`config.mk`:
```
export PLATFORM = sky130hd
export DESIGN_NAME = lfsr_rng
export DESIGN_NICKNAME = d
export VERILOG_FILES = /design/src/rtl/lfsr_pkg.sv /design/src/rtl/lfsr_core.sv /design/src/rtl/lfsr_rng.sv
export SDC_FILE = /design/constraint.sdc
export NUM_CORES = 1
export LEC_CHECK = 0
export CAP_MARGIN = 0
export CORE_MARGIN = 8
export CORE_UTILIZATION = 40
export DETAILED_ROUTE_END_ITERATION = 10
export PLACE_DENSITY = 0.74
export SLEW_MARGIN = 20
export SYNTH_ARGS = -nofsm -noshare
export SYNTH_HDL_FRONTEND = slang
export SYNTH_SLANG_ARGS = --single-unit
```
`constraint.sdc`:
```
create_clock -name clk -period 1.5 [get_ports clk]
set_input_delay 0.225 -clock clk [delete_from_list [all_inputs] [get_ports clk]]
set_output_delay 0.225 -clock clk [all_outputs]
set_load 0.005 [all_outputs]
```
`src/rtl/lfsr_pkg.sv`:
```
// rtl/lfsr_pkg.sv - shared types and tap/lockup helpers for the LFSR random source
//
// Purpose: maximal-length tap masks for widths 3..16, lockup-value helper,
//          and the bounded-request FSM state type.
// Ports:   none (package).
package lfsr_pkg;

  typedef enum logic [1:0] {
    IDLE = 2'd0,
    DRAW = 2'd1,
    HOLD = 2'd2
  } rng_state_t;

  // Bit i set means state bit i feeds the feedback XOR/XNOR.
  // Each mask gives period 2^width-1 for the shift-left Fibonacci form.
  function automatic logic [15:0] tap_mask(input int width);
    logic [15:0] m;
    case (width)
      3:       m = 16'h0006;
      4:       m = 16'h000C;
      5:       m = 16'h0014;
      6:       m = 16'h0030;
      7:       m = 16'h0060;
      8:       m = 16'h00B8;
      9:       m = 16'h0110;
      10:      m = 16'h0240;
      11:      m = 16'h0500;
      12:      m = 16'h0829;
      13:      m = 16'h100D;
      14:      m = 16'h2015;
      15:      m = 16'h6000;
      16:      m = 16'hD008;
      default: m = 16'h0000;
    endcase
    return m;
  endfunction

  // XNOR feedback locks up at all-ones, XOR feedback at all-zeros.
  function automatic logic [15:0] lockup(input int width, input int xnor_fb);
    logic [15:0] ones;
    ones = 16'hFFFF >> (16 - width);
    return (xnor_fb != 0) ? ones : 16'h0000;
  endfunction

endpackage

```
`src/rtl/lfsr_core.sv`:
```
// rtl/lfsr_core.sv - Fibonacci LFSR state register with step, load and lockup substitution
//
// Purpose: holds the LFSR state; load beats step; seeds equal to the lockup
//          value are replaced by lockup ^ 1 so the state never locks up.
// Ports:
//   clk, reset   clock, synchronous active-high reset (state <= SEED)
//   step         advance one LFSR step this cycle
//   load         write seed_in (substituted) this cycle
//   seed_in      seed value for load
//   state        current registered state
//   fb           feedback bit of the current state (next state's bit 0)
module lfsr_core
  import lfsr_pkg::*;
#(
  parameter int          WIDTH = 10,
  parameter int          XNOR  = 1,
  parameter int unsigned SEED  = 0
) (
  input  logic             clk,
  input  logic             reset,
  input  logic             step,
  input  logic             load,
  input  logic [WIDTH-1:0] seed_in,
  output logic [WIDTH-1:0] state,
  output logic             fb
);

  localparam logic [15:0]      MASK16   = tap_mask(WIDTH);
  localparam logic [15:0]      LOCK16   = lockup(WIDTH, XNOR);
  localparam logic [WIDTH-1:0] MASK     = MASK16[WIDTH-1:0];
  localparam logic [WIDTH-1:0] LOCKUP   = LOCK16[WIDTH-1:0];
  localparam logic [WIDTH-1:0] SEED_W   = WIDTH'(SEED);
  localparam logic [WIDTH-1:0] SEED_RST = (SEED_W == LOCKUP) ? (SEED_W ^ WIDTH'(1)) : SEED_W;

  logic [WIDTH-1:0] state_q, state_d;

  function automatic logic [WIDTH-1:0] substitute(input logic [WIDTH-1:0] s);
    return (s == LOCKUP) ? (s ^ WIDTH'(1)) : s;
  endfunction

  always_comb begin
    fb = ^(state_q & MASK);
    if (XNOR != 0) begin
      fb = ~fb;
    end
  end

  always_comb begin
    state_d = state_q;
    if (load) begin
      state_d = substitute(seed_in);
    end else if (step) begin
      state_d = {state_q[WIDTH-2:0], fb};
    end
  end

  always_ff @(posedge clk) begin
    if (reset) begin
      state_q <= SEED_RST;
    end else begin
      state_q <= state_d;
    end
  end

  assign state = state_q;

endmodule

```
`src/rtl/lfsr_rng.sv`:
```
// rtl/lfsr_rng.sv - LFSR random source with a bounded-value valid/ready port
//
// Purpose: free-running LFSR plus a request port returning a value in
//          [MIN, MIN+RANGE-1] by rejection sampling, falling back to
//          cand-RANGE after MAX_TRIES rejected draws.
// Ports:
//   clk, reset   clock, synchronous active-high reset
//   en           free-running step enable
//   load         load seed_in; aborts a pending request
//   seed_in      seed for load
//   lfsr_out     registered LFSR state
//   req          request a bounded value (sampled in IDLE only)
//   rand_valid   rand_data valid, held until accepted
//   rand_ready   consumer accepts rand_data
//   rand_data    bounded random value
module lfsr_rng
  import lfsr_pkg::*;
#(
  parameter int          WIDTH     = 10,
  parameter int          XNOR      = 1,
  parameter int unsigned SEED      = 0,
  parameter int          RANGE     = 5,
  parameter int          MIN       = 40,
  parameter int          DW        = 10,
  parameter int          MAX_TRIES = 4
) (
  input  logic             clk,
  input  logic             reset,
  input  logic             en,
  input  logic             load,
  input  logic [WIDTH-1:0] seed_in,
  output logic [WIDTH-1:0] lfsr_out,
  input  logic             req,
  output logic             rand_valid,
  input  logic             rand_ready,
  output logic [DW-1:0]    rand_data
);

  localparam int               RBITS    = $clog2(RANGE);
  localparam int               TRY_W    = (MAX_TRIES > 1) ? $clog2(MAX_TRIES) : 1;
  localparam logic [TRY_W-1:0] LAST_TRY = TRY_W'(MAX_TRIES - 1);
  localparam logic [RBITS:0]   RANGE_C  = (RBITS + 1)'(RANGE);
  localparam logic [DW-1:0]    RANGE_DW = DW'(RANGE);
  localparam logic [DW-1:0]    MIN_DW   = DW'(MIN);

  if (WIDTH < 3 || WIDTH > 16) begin : g_bad_width
    $error("lfsr_rng: WIDTH must be 3..16");
  end
  if (RANGE < 2 || longint'(RANGE) > (longint'(1) << WIDTH)) begin : g_bad_range
    $error("lfsr_rng: RANGE must be 2..2^WIDTH");
  end
  if (MAX_TRIES < 1) begin : g_bad_tries
    $error("lfsr_rng: MAX_TRIES must be at least 1");
  end
  if (longint'(SEED) >= (longint'(1) << WIDTH)) begin : g_bad_seed
    $error("lfsr_rng: SEED wider than WIDTH");
  end
  if ((longint'(MIN) + longint'(RANGE) - 1) >= (longint'(1) << DW)) begin : g_bad_dw
    $error("lfsr_rng: MIN+RANGE-1 does not fit in DW");
  end

  rng_state_t       fsm_q, fsm_d;
  logic [TRY_W-1:0] try_q, try_d;
  logic             rand_valid_q, rand_valid_d;
  logic [DW-1:0]    rand_data_q, rand_data_d;

  logic             lfsr_fb;
  logic             step;
  logic [RBITS-1:0] cand;
  logic [DW-1:0]    cand_dw;
  logic             cand_ok;
  logic             abort;

  // DRAW always steps so every try sees a fresh state.
  assign step = en | (fsm_q == DRAW);

  lfsr_core #(
    .WIDTH (WIDTH),
    .XNOR  (XNOR),
    .SEED  (SEED)
  ) u_core (
    .clk     (clk),
    .reset   (reset),
    .step    (step),
    .load    (load),
    .seed_in (seed_in),
    .state   (lfsr_out),
    .fb      (lfsr_fb)
  );

  // Candidate is the low RBITS of the state being stepped into this edge.
  if (RBITS == 1) begin : g_cand1
    assign cand = lfsr_fb;
  end else begin : g_candn
    assign cand = {lfsr_out[RBITS-2:0], lfsr_fb};
  end

  assign cand_dw = DW'(cand);
  assign cand_ok = ({1'b0, cand} < RANGE_C);
  assign abort   = load && (fsm_q != IDLE);

  always_ff @(posedge clk) begin
    if (reset) begin
      fsm_q        <= IDLE;
      try_q        <= '0;
      rand_valid_q <= 1'b0;
      rand_data_q  <= '0;
    end else begin
      fsm_q        <= fsm_d;
      try_q        <= try_d;
      rand_valid_q <= rand_valid_d;
      rand_data_q  <= rand_data_d;
    end
  end

  always_comb begin
    fsm_d = fsm_q;
    try_d = try_q;
    case (fsm_q)
      IDLE: begin
        if (req) begin
          fsm_d = DRAW;
          try_d = '0;
        end
      end
      DRAW: begin
        if (cand_ok || (try_q == LAST_TRY)) begin
          fsm_d = HOLD;
        end else begin
          try_d = try_q + TRY_W'(1);
        end
      end
      HOLD: begin
        if (rand_valid_q && rand_ready) begin
          fsm_d = IDLE;
        end
      end
      default: fsm_d = IDLE;
    endcase
    if (abort) begin
      fsm_d = IDLE;
    end
  end

  // Fallback subtraction is exact in DW bits: a rejected cand is below 2*RANGE.
  always_comb begin
    rand_valid_d = rand_valid_q;
    rand_data_d  = rand_data_q;
    if (abort) begin
      rand_valid_d = 1'b0;
    end else begin
      case (fsm_q)
        DRAW: begin
          if (cand_ok) begin
            rand_valid_d = 1'b1;
            rand_data_d  = cand_dw + MIN_DW;
          end else if (try_q == LAST_TRY) begin
            rand_valid_d = 1'b1;
            rand_data_d  = cand_dw - RANGE_DW + MIN_DW;
          end
        end
        HOLD: begin
          if (rand_valid_q && rand_ready) begin
            rand_valid_d = 1'b0;
          end
        end
        default: ;
      endcase
    end
  end

  assign rand_valid = rand_valid_q;
  assign rand_data  = rand_data_q;

endmodule

```
==> impl_metrics.env, run 1 <==
export IMPL_outcome="finished with violations"
export IMPL_violations="setup timing"
export IMPL_yosysTopAreaCell="dfxtp_1"
export IMPL_grt_use_total=0.122
export IMPL_slew_viol_final=0
export IMPL_ff_latch_area_sq_um=410
export IMPL_grt_pass1_vias=1064
export IMPL_clockBufferDepth=2
export IMPL_firstDrtPassIters=4
export IMPL_rsz0062_at_grt="yes"
export IMPL_grt_first_pass_wirelength_um=4990
export IMPL_die_y_um=69.7
export IMPL_core_area_sq_um=2760
export IMPL_cts_root_buf="clkbuf_4"
export IMPL_drc=0
export IMPL_hold_viol_final=0
export IMPL_leakagePower_nw=0.722
export IMPL_synth_distinct_cells=32
export IMPL_wl_met1_um=1390
export IMPL_max_cap_viol_count=0
export IMPL_cts_hold_buf=0
export IMPL_routed_wirelength_um=3100
export IMPL_synth_seq_area_share=0.347
export IMPL_die_area_sq_um=4860
export IMPL_arrival_ps=1820
export IMPL_post_synth_instance_area_sq_um=1150
export IMPL_yosysTopAreaCellShare=0.347
export IMPL_grt_antenna_before_repair=0
export IMPL_cts_clk_slew_worst_paths_ps=120
export IMPL_dp_slack_ps=-177
export IMPL_die_x_um=69.7
export IMPL_antenna_cells=0
export IMPL_cts_buffers=3
export IMPL_critical_path_class="register to register"
export IMPL_yosys_warnings=0
export IMPL_finalNetCount=190
export IMPL_port_buffers=31
export IMPL_crit_required_ps=1720
export IMPL_start_util=0.419
export IMPL_yosysMostFrequentCell="dfxtp_1"
export IMPL_timing_final_ws_setup_ps=-102
export IMPL_ys_top_cells_by_area="dfxtp_1 35%, mux2i_1 11%, a211oi_2 8.7%"
export IMPL_route_met2_wl_um=1480
export IMPL_gp_congestion=0.810
export IMPL_cts_tree="built"
export IMPL_grt_max_degree=19
export IMPL_cts_sinks=20
export IMPL_hold_path_class="register to register"
export IMPL_ant_nets=0
export IMPL_post_route_min_period_ps=1600
export IMPL_ir_drop_uv=880
export IMPL_setup_viol=10
export IMPL_htreeDepth=1
export IMPL_total_power_w=0.00237
export IMPL_num_vias=1009
export IMPL_avgSynthCellArea_sq_um=9.54
export IMPL_drive_gt1_frac=0.335
export IMPL_async_flop_share=0
export IMPL_synth_cells=121
export IMPL_synthTopCellsByCount="20 x dfxtp_1, 16 x nor2_1, 13 x mux2i_1, 8 x a211oi_2"
export IMPL_wl_met3_um=179
export IMPL_gr_total_overflow=0
export IMPL_ys_flop_type="dfxtp_1"
export IMPL_clkLatencyLatePin_ps=320
export IMPL_wl_per_cell_um=15.7
export IMPL_multiInputGateArea_sq_um=758
export IMPL_cp_end_kind="register"
export IMPL_dp_hpwl_um=2200
export IMPL_fin_crit_sh=1.07
export IMPL_fmax_ghz=0.624
export IMPL_ioPinCount=37
export IMPL_pwr_density_cell_nw_per_um2=1360
export IMPL_ys_seq_elements=20
export IMPL_path_max_fanout=6
export IMPL_rows=19
export IMPL_synth_edf_count=0
export IMPL_syn_to_final_growth_pct=51.4
export IMPL_drt_initial_drc_count=52
export IMPL_top_layer="met4"
export IMPL_crit_path_start_kind="register"
export IMPL_fill_cells=246
export IMPL_via_per_inst=5.10
export IMPL_clock_skew_ps=6.91
critical path, stage by stage, from the launching register on:
cell	delay, ps
dfxtp_2	350
xnor2_2	190
inv_2	80
ha_4	170
nand2b_4	150
o211ai_4	270
mux2i_1	220
nor2_1	60
power by group:
group | leakage (nW) | internal (W) | switching, W
clock network | 0.0279 | 0.000271 | 0.000179
registers | 0.167 | 0.000650 | 0.0000834
logic | 0.527 | 0.000675 | 0.000513
total | 0.722 | 0.00160 | 0.000776
cells by family (layout without fill, tap and decap cells):
family / Yosys count / in the layout / synth area share
mux: 13 / 13 / 0.113
other cells: 1 / 5 / 0.00325
fa+ha+maj: 6 / 6 / 0.0650
buf+inv: 18 / 60 / 0.0986
xor+xnor: 2 / 2 / 0.0152
flops: 20 / 20 / 0.347
simple gates: 42 / 42 / 0.187
compound gates: 19 / 19 / 0.171
cell type report:
class,instances,area share
timing repair buffer,49,0.264
sequential,20,0.235
clock inverter,1,0.0172
inverter,7,0.0150
multi-input combinational,87,0.434
tap,31,0.0222
clock buffer,3,0.0129
sequential cells by signal, summed over array words and instances (netlist names):
register,flops
fsm_q,2
try_q,2
rand_data,5
u_core.state,10
rand_valid,1
final timing paths:
path                                start                         to  slack [ps]  cells past startpoint
min reg2reg     rand_data[2]$_SDFFE_PP0P_  rand_data[2]$_SDFFE_PP0P_         460                      2
max          u_core.state[9]$_SDFFE_PP0P_  rand_data[0]$_SDFFE_PP0P_        -100                      7
min             rand_data[2]$_SDFFE_PP0P_  rand_data[2]$_SDFFE_PP0P_         460                      2
max reg2reg  u_core.state[9]$_SDFFE_PP0P_  rand_data[0]$_SDFFE_PP0P_        -100                      7
routing by layer:
layer  track usage  vias up
met1         0.147      472
met5             0        -
met4        0.0580        0
met2         0.193       31
li1              -      501
met3        0.0358        5
through the flow:
stage	TNS (ps)	util	cells	cell area, sq um	hold slack [ps]
4_1_cts	-785	0.608	195	1680	467
2_1_floorplan	-709	-	125	1190	432
3_3_place_gp	-1160	0.564	190	1560	436
3_5_place_dp	-1500	0.564	190	1560	446
6_report	-714	0.634	198	1750	460
5_1_grt	-1480	0.634	198	1750	476
timing repair:
| item | in CTS | in global routing |
|---|---|---|
| resized for setup | 15 | 10 |
| buffers inserted | 1 | 3 |
| cloned | 0 | 0 |
| pin swaps | 2 | 4 |
| setup endpoints to repair | 14 | 20 |
cells in the final DEF (no fill, tap or decap), types with 3 or more instances in the layout:
cell	netlist	layout
a211oi_2	8	8
buf_4	5	15
clkbuf_4	0	3
clkdlybuf4s50_1	0	28
conb_1	1	5
dfxtp_1	20	14
dfxtp_2	0	5
dlygate4sd2_1	0	3
ha_1	6	3
inv_1	7	5
mux2i_1	13	13
nand2_1	7	5
nand2b_1	4	3
nand4_1	3	3
nor2_1	16	15
nor2b_1	5	4
Note: power is estimated with default switching activity, not from simulation.
==> run 2, diff against run 1 <==
--- a/config.mk
+++ b/config.mk
@@ -9,7 +9,7 @@
 export CORE_MARGIN = 8
 export CORE_UTILIZATION = 40
 export DETAILED_ROUTE_END_ITERATION = 10
-export PLACE_DENSITY = 0.74
+export PLACE_DENSITY = 0.71
 export SLEW_MARGIN = 20
 export SYNTH_ARGS = -nofsm -noshare
 export SYNTH_HDL_FRONTEND = slang
==> constraint.sdc (replaced) <==
create_clock -name clk -period 1.6 [get_ports clk]
set_input_delay 0.24 -clock clk [delete_from_list [all_inputs] [get_ports clk]]
set_output_delay 0.24 -clock clk [all_outputs]
set_load 0.005 [all_outputs]
==> impl_metrics.env, run 2 (synthesis gave the netlist of run 1 again) <==
export IMPL_timing_final_ws_setup_ps=-13.7
export IMPL_die_x_um=69.7
export IMPL_final_common_cell="clkdlybuf4s50_1"
export IMPL_fmax_ghz=0.620
export IMPL_leakagePower_nw=0.669
export IMPL_core_area_sq_um=2760
export IMPL_largest_reg_flops=10
export IMPL_regMostFlops="u_core.state"
export IMPL_syn_to_final_growth_pct=42.7
export IMPL_slowest_stage="dfxtp_2"
export IMPL_power_frac_seq=0.330
export IMPL_gr_total_overflow=0
export IMPL_clockBufferDepth=2
export IMPL_path_cells="xnor2_2 -> inv_2 -> ha_4 -> nand2b_4 -> o211ai_4 -> buf_4 -> nand2_1 -> a21oi_1"
export IMPL_cp_end_kind="register"
export IMPL_swShare=0.324
export IMPL_p_sw_w=0.000676
export IMPL_ir_drop_uv=834
export IMPL_cts_sinks=20
export IMPL_violations="setup timing"
export IMPL_dp_slack_ps=-65.3
export IMPL_p_int_w=0.00141
export IMPL_hold_depth=2
export IMPL_ant_nets=0
export IMPL_combPwrFrac=0.468
export IMPL_dp_cells=186
export IMPL_grt_first_pass_wirelength_um=4720
export IMPL_gp_congestion=0.821
export IMPL_r2r_start="u_core.state[6]$_SDFFE_PP0P_"
export IMPL_total_power_w=0.00208
export IMPL_fill_cells=260
export IMPL_layout_cells_non_filler=192
export IMPL_reg2reg_depth=8
export IMPL_grt_use_total=0.113
export IMPL_rrSetupSlack_ps=-10
export IMPL_rows=19
export IMPL_grt_pass1_vias=1054
export IMPL_critPathBufInv=2
export IMPL_drc=0
export IMPL_pwr_density_cell_nw_per_um2=1270
export IMPL_setup_viol=2
export IMPL_slew_viol_final=0
export IMPL_htreeDepth=1
export IMPL_dp_hpwl_um=2100
export IMPL_post_route_min_period_ps=1610
export IMPL_drt_initial_drc_count=25
export IMPL_grt_antenna_before_repair=0
export IMPL_final_cell_mix="31 x clkdlybuf4s50_1, 15 x nor2_1, 15 x dfxtp_1"
export IMPL_worstHoldStart="rand_data[5]$_SDFFE_PP0P_"
export IMPL_port_buffers=31
export IMPL_die_y_um=69.7
export IMPL_firstDrtPassIters=4
export IMPL_cts_root_buf="clkbuf_4"
export IMPL_clkLatencyLatePin_ps=310
export IMPL_drive_gt1_frac=0.273
export IMPL_clock_skew_ps=4.28
export IMPL_r2r_end="rand_data[1]$_SDFFE_PP0P_"
export IMPL_crit_path_start_kind="register"
export IMPL_fin_crit_sh=1.01
export IMPL_critical_path_class="register to register"
export IMPL_hold_viol_final=0
export IMPL_num_vias=971
export IMPL_routed_wirelength_um=2880
export IMPL_start_util=0.419
export IMPL_wl_per_cell_um=15.0
export IMPL_max_cap_viol_count=0
export IMPL_power_frac_clock=0.201
export IMPL_antenna_cells=0
export IMPL_whs_endpoint="rand_data[5]$_SDFFE_PP0P_"
export IMPL_finalNetCount=184
export IMPL_path_max_fanout=6
export IMPL_critical_path_top_delay_family="compound AO/OA/AOI/OAI gates"
export IMPL_cts_clk_slew_worst_paths_ps=120
export IMPL_cpPeakStageDelay_ps=360
export IMPL_hold_path_class="register to register"
export IMPL_arrival_ps=1860
export IMPL_grt_max_degree=19
export IMPL_rsz0062_at_grt="yes"
export IMPL_hold_slack_ps=459
export IMPL_die_area_sq_um=4860
export IMPL_cts_buffers=3
export IMPL_ioPinCount=37
export IMPL_via_per_inst=5.06
export IMPL_cts_tree="built"
export IMPL_crit_required_ps=1850
export IMPL_outcome="finished with violations"
[run 2: cell types whose count changed in the layout (fill, tap and decap cells not counted), moves of 2 or more]
cell / change
buf_4: -3
buf_6: -2
clkdlybuf4s50_1: +3
a21oi_2: -2
nand2_2: -2
nor2b_2: +2
a21oi_1: +2
dlygate4sd2_1: -3
nand2_1: +2
[run 2: metrics by stage]
step | util | TNS [ps] | area, sq um
after global placement | 0.552 | -51.6 | 1520
after CTS | 0.587 | -53.0 | 1620
after detailed placement | 0.552 | -251 | 1520
after global routing | 0.598 | -285 | 1650
final | 0.598 | -21.0 | 1650
after floorplan | - | 0 | 1190
[run 2: area by class of cell]
| cell class | instances | area (sq um) | area share |
|---|---|---|---|
| Tap cell | 31 | 38.8 | 0.0235 |
| Inverter | 7 | 26.3 | 0.0159 |
| Clock inverter | 1 | 30.0 | 0.0182 |
| Multi-Input combinational cell | 87 | 723 | 0.439 |
| Timing Repair Buffer | 43 | 400 | 0.243 |
| Sequential cell | 20 | 407 | 0.247 |
| Clock buffer | 3 | 22.5 | 0.0137 |
[run 2: power groups by stage]
| stage | logic (W) | clock network, W | registers [W] |
|---|---|---|---|
| 3_3_place_gp | 0.000833 | 0 | 0.000689 |
| 3_5_place_dp | 0.000848 | 0 | 0.000693 |
| 6_report | 0.000976 | 0.000419 | 0.000689 |
| 2_1_floorplan | 0.000527 | 0 | 0.000695 |
| 5_1_grt | 0.00106 | 0.000457 | 0.000704 |
| 4_1_cts | 0.000927 | 0.000433 | 0.000685 |
[run 2: how the worst max path moves through the flow]
stage                                 startpoint  cells past startpoint                   endpoint
floorplan           u_core.state[9]$_SDFFE_PP0P_                      7      try_q[0]$_SDFFE_PP0P_
global placement    u_core.state[9]$_SDFFE_PP0P_                      7      fsm_q[1]$_SDFFE_PP0P_
detailed placement  u_core.state[9]$_SDFFE_PP0P_                      7      fsm_q[0]$_SDFFE_PP0P_
CTS                 u_core.state[9]$_SDFFE_PP0P_                      8  rand_data[1]$_SDFFE_PP0P_
global route        u_core.state[6]$_SDFFE_PP0P_                      8  rand_data[1]$_SDFFE_PP0P_
finish              u_core.state[6]$_SDFFE_PP0P_                      8  rand_data[1]$_SDFFE_PP0P_
[run 2: repair_timing]
| action | in CTS | in global routing |
|---|---|---|
| resized for setup | 5 | 7 |
| setup endpoints to repair | 8 | 11 |
| pin swaps | 2 | 4 |
| buffers inserted | 1 | 1 |
| cloned | 0 | 0 |
| hold buffers | 0 | 0 |
[run 2: routing by layer]
| metal | routed length, um | up-vias | track usage |
|---|---|---|---|
| li1 | - | 492 | - |
| met1 | 1350 | 443 | 0.138 |
| met2 | 1320 | 33 | 0.188 |
| met3 | 171 | 3 | 0.0358 |
| met4 | 36 | 0 | 0.0268 |
| met5 | 0 | - | 0 |
[run 2: worst register-to-register path: cells and delay by family, from the launching register on]
family	cells	cell delay (ps)
flops	1	360
simple gates	2	200
xor+xnor	1	190
compound gates	2	400
buf+inv	2	230
fa+ha+maj	1	170
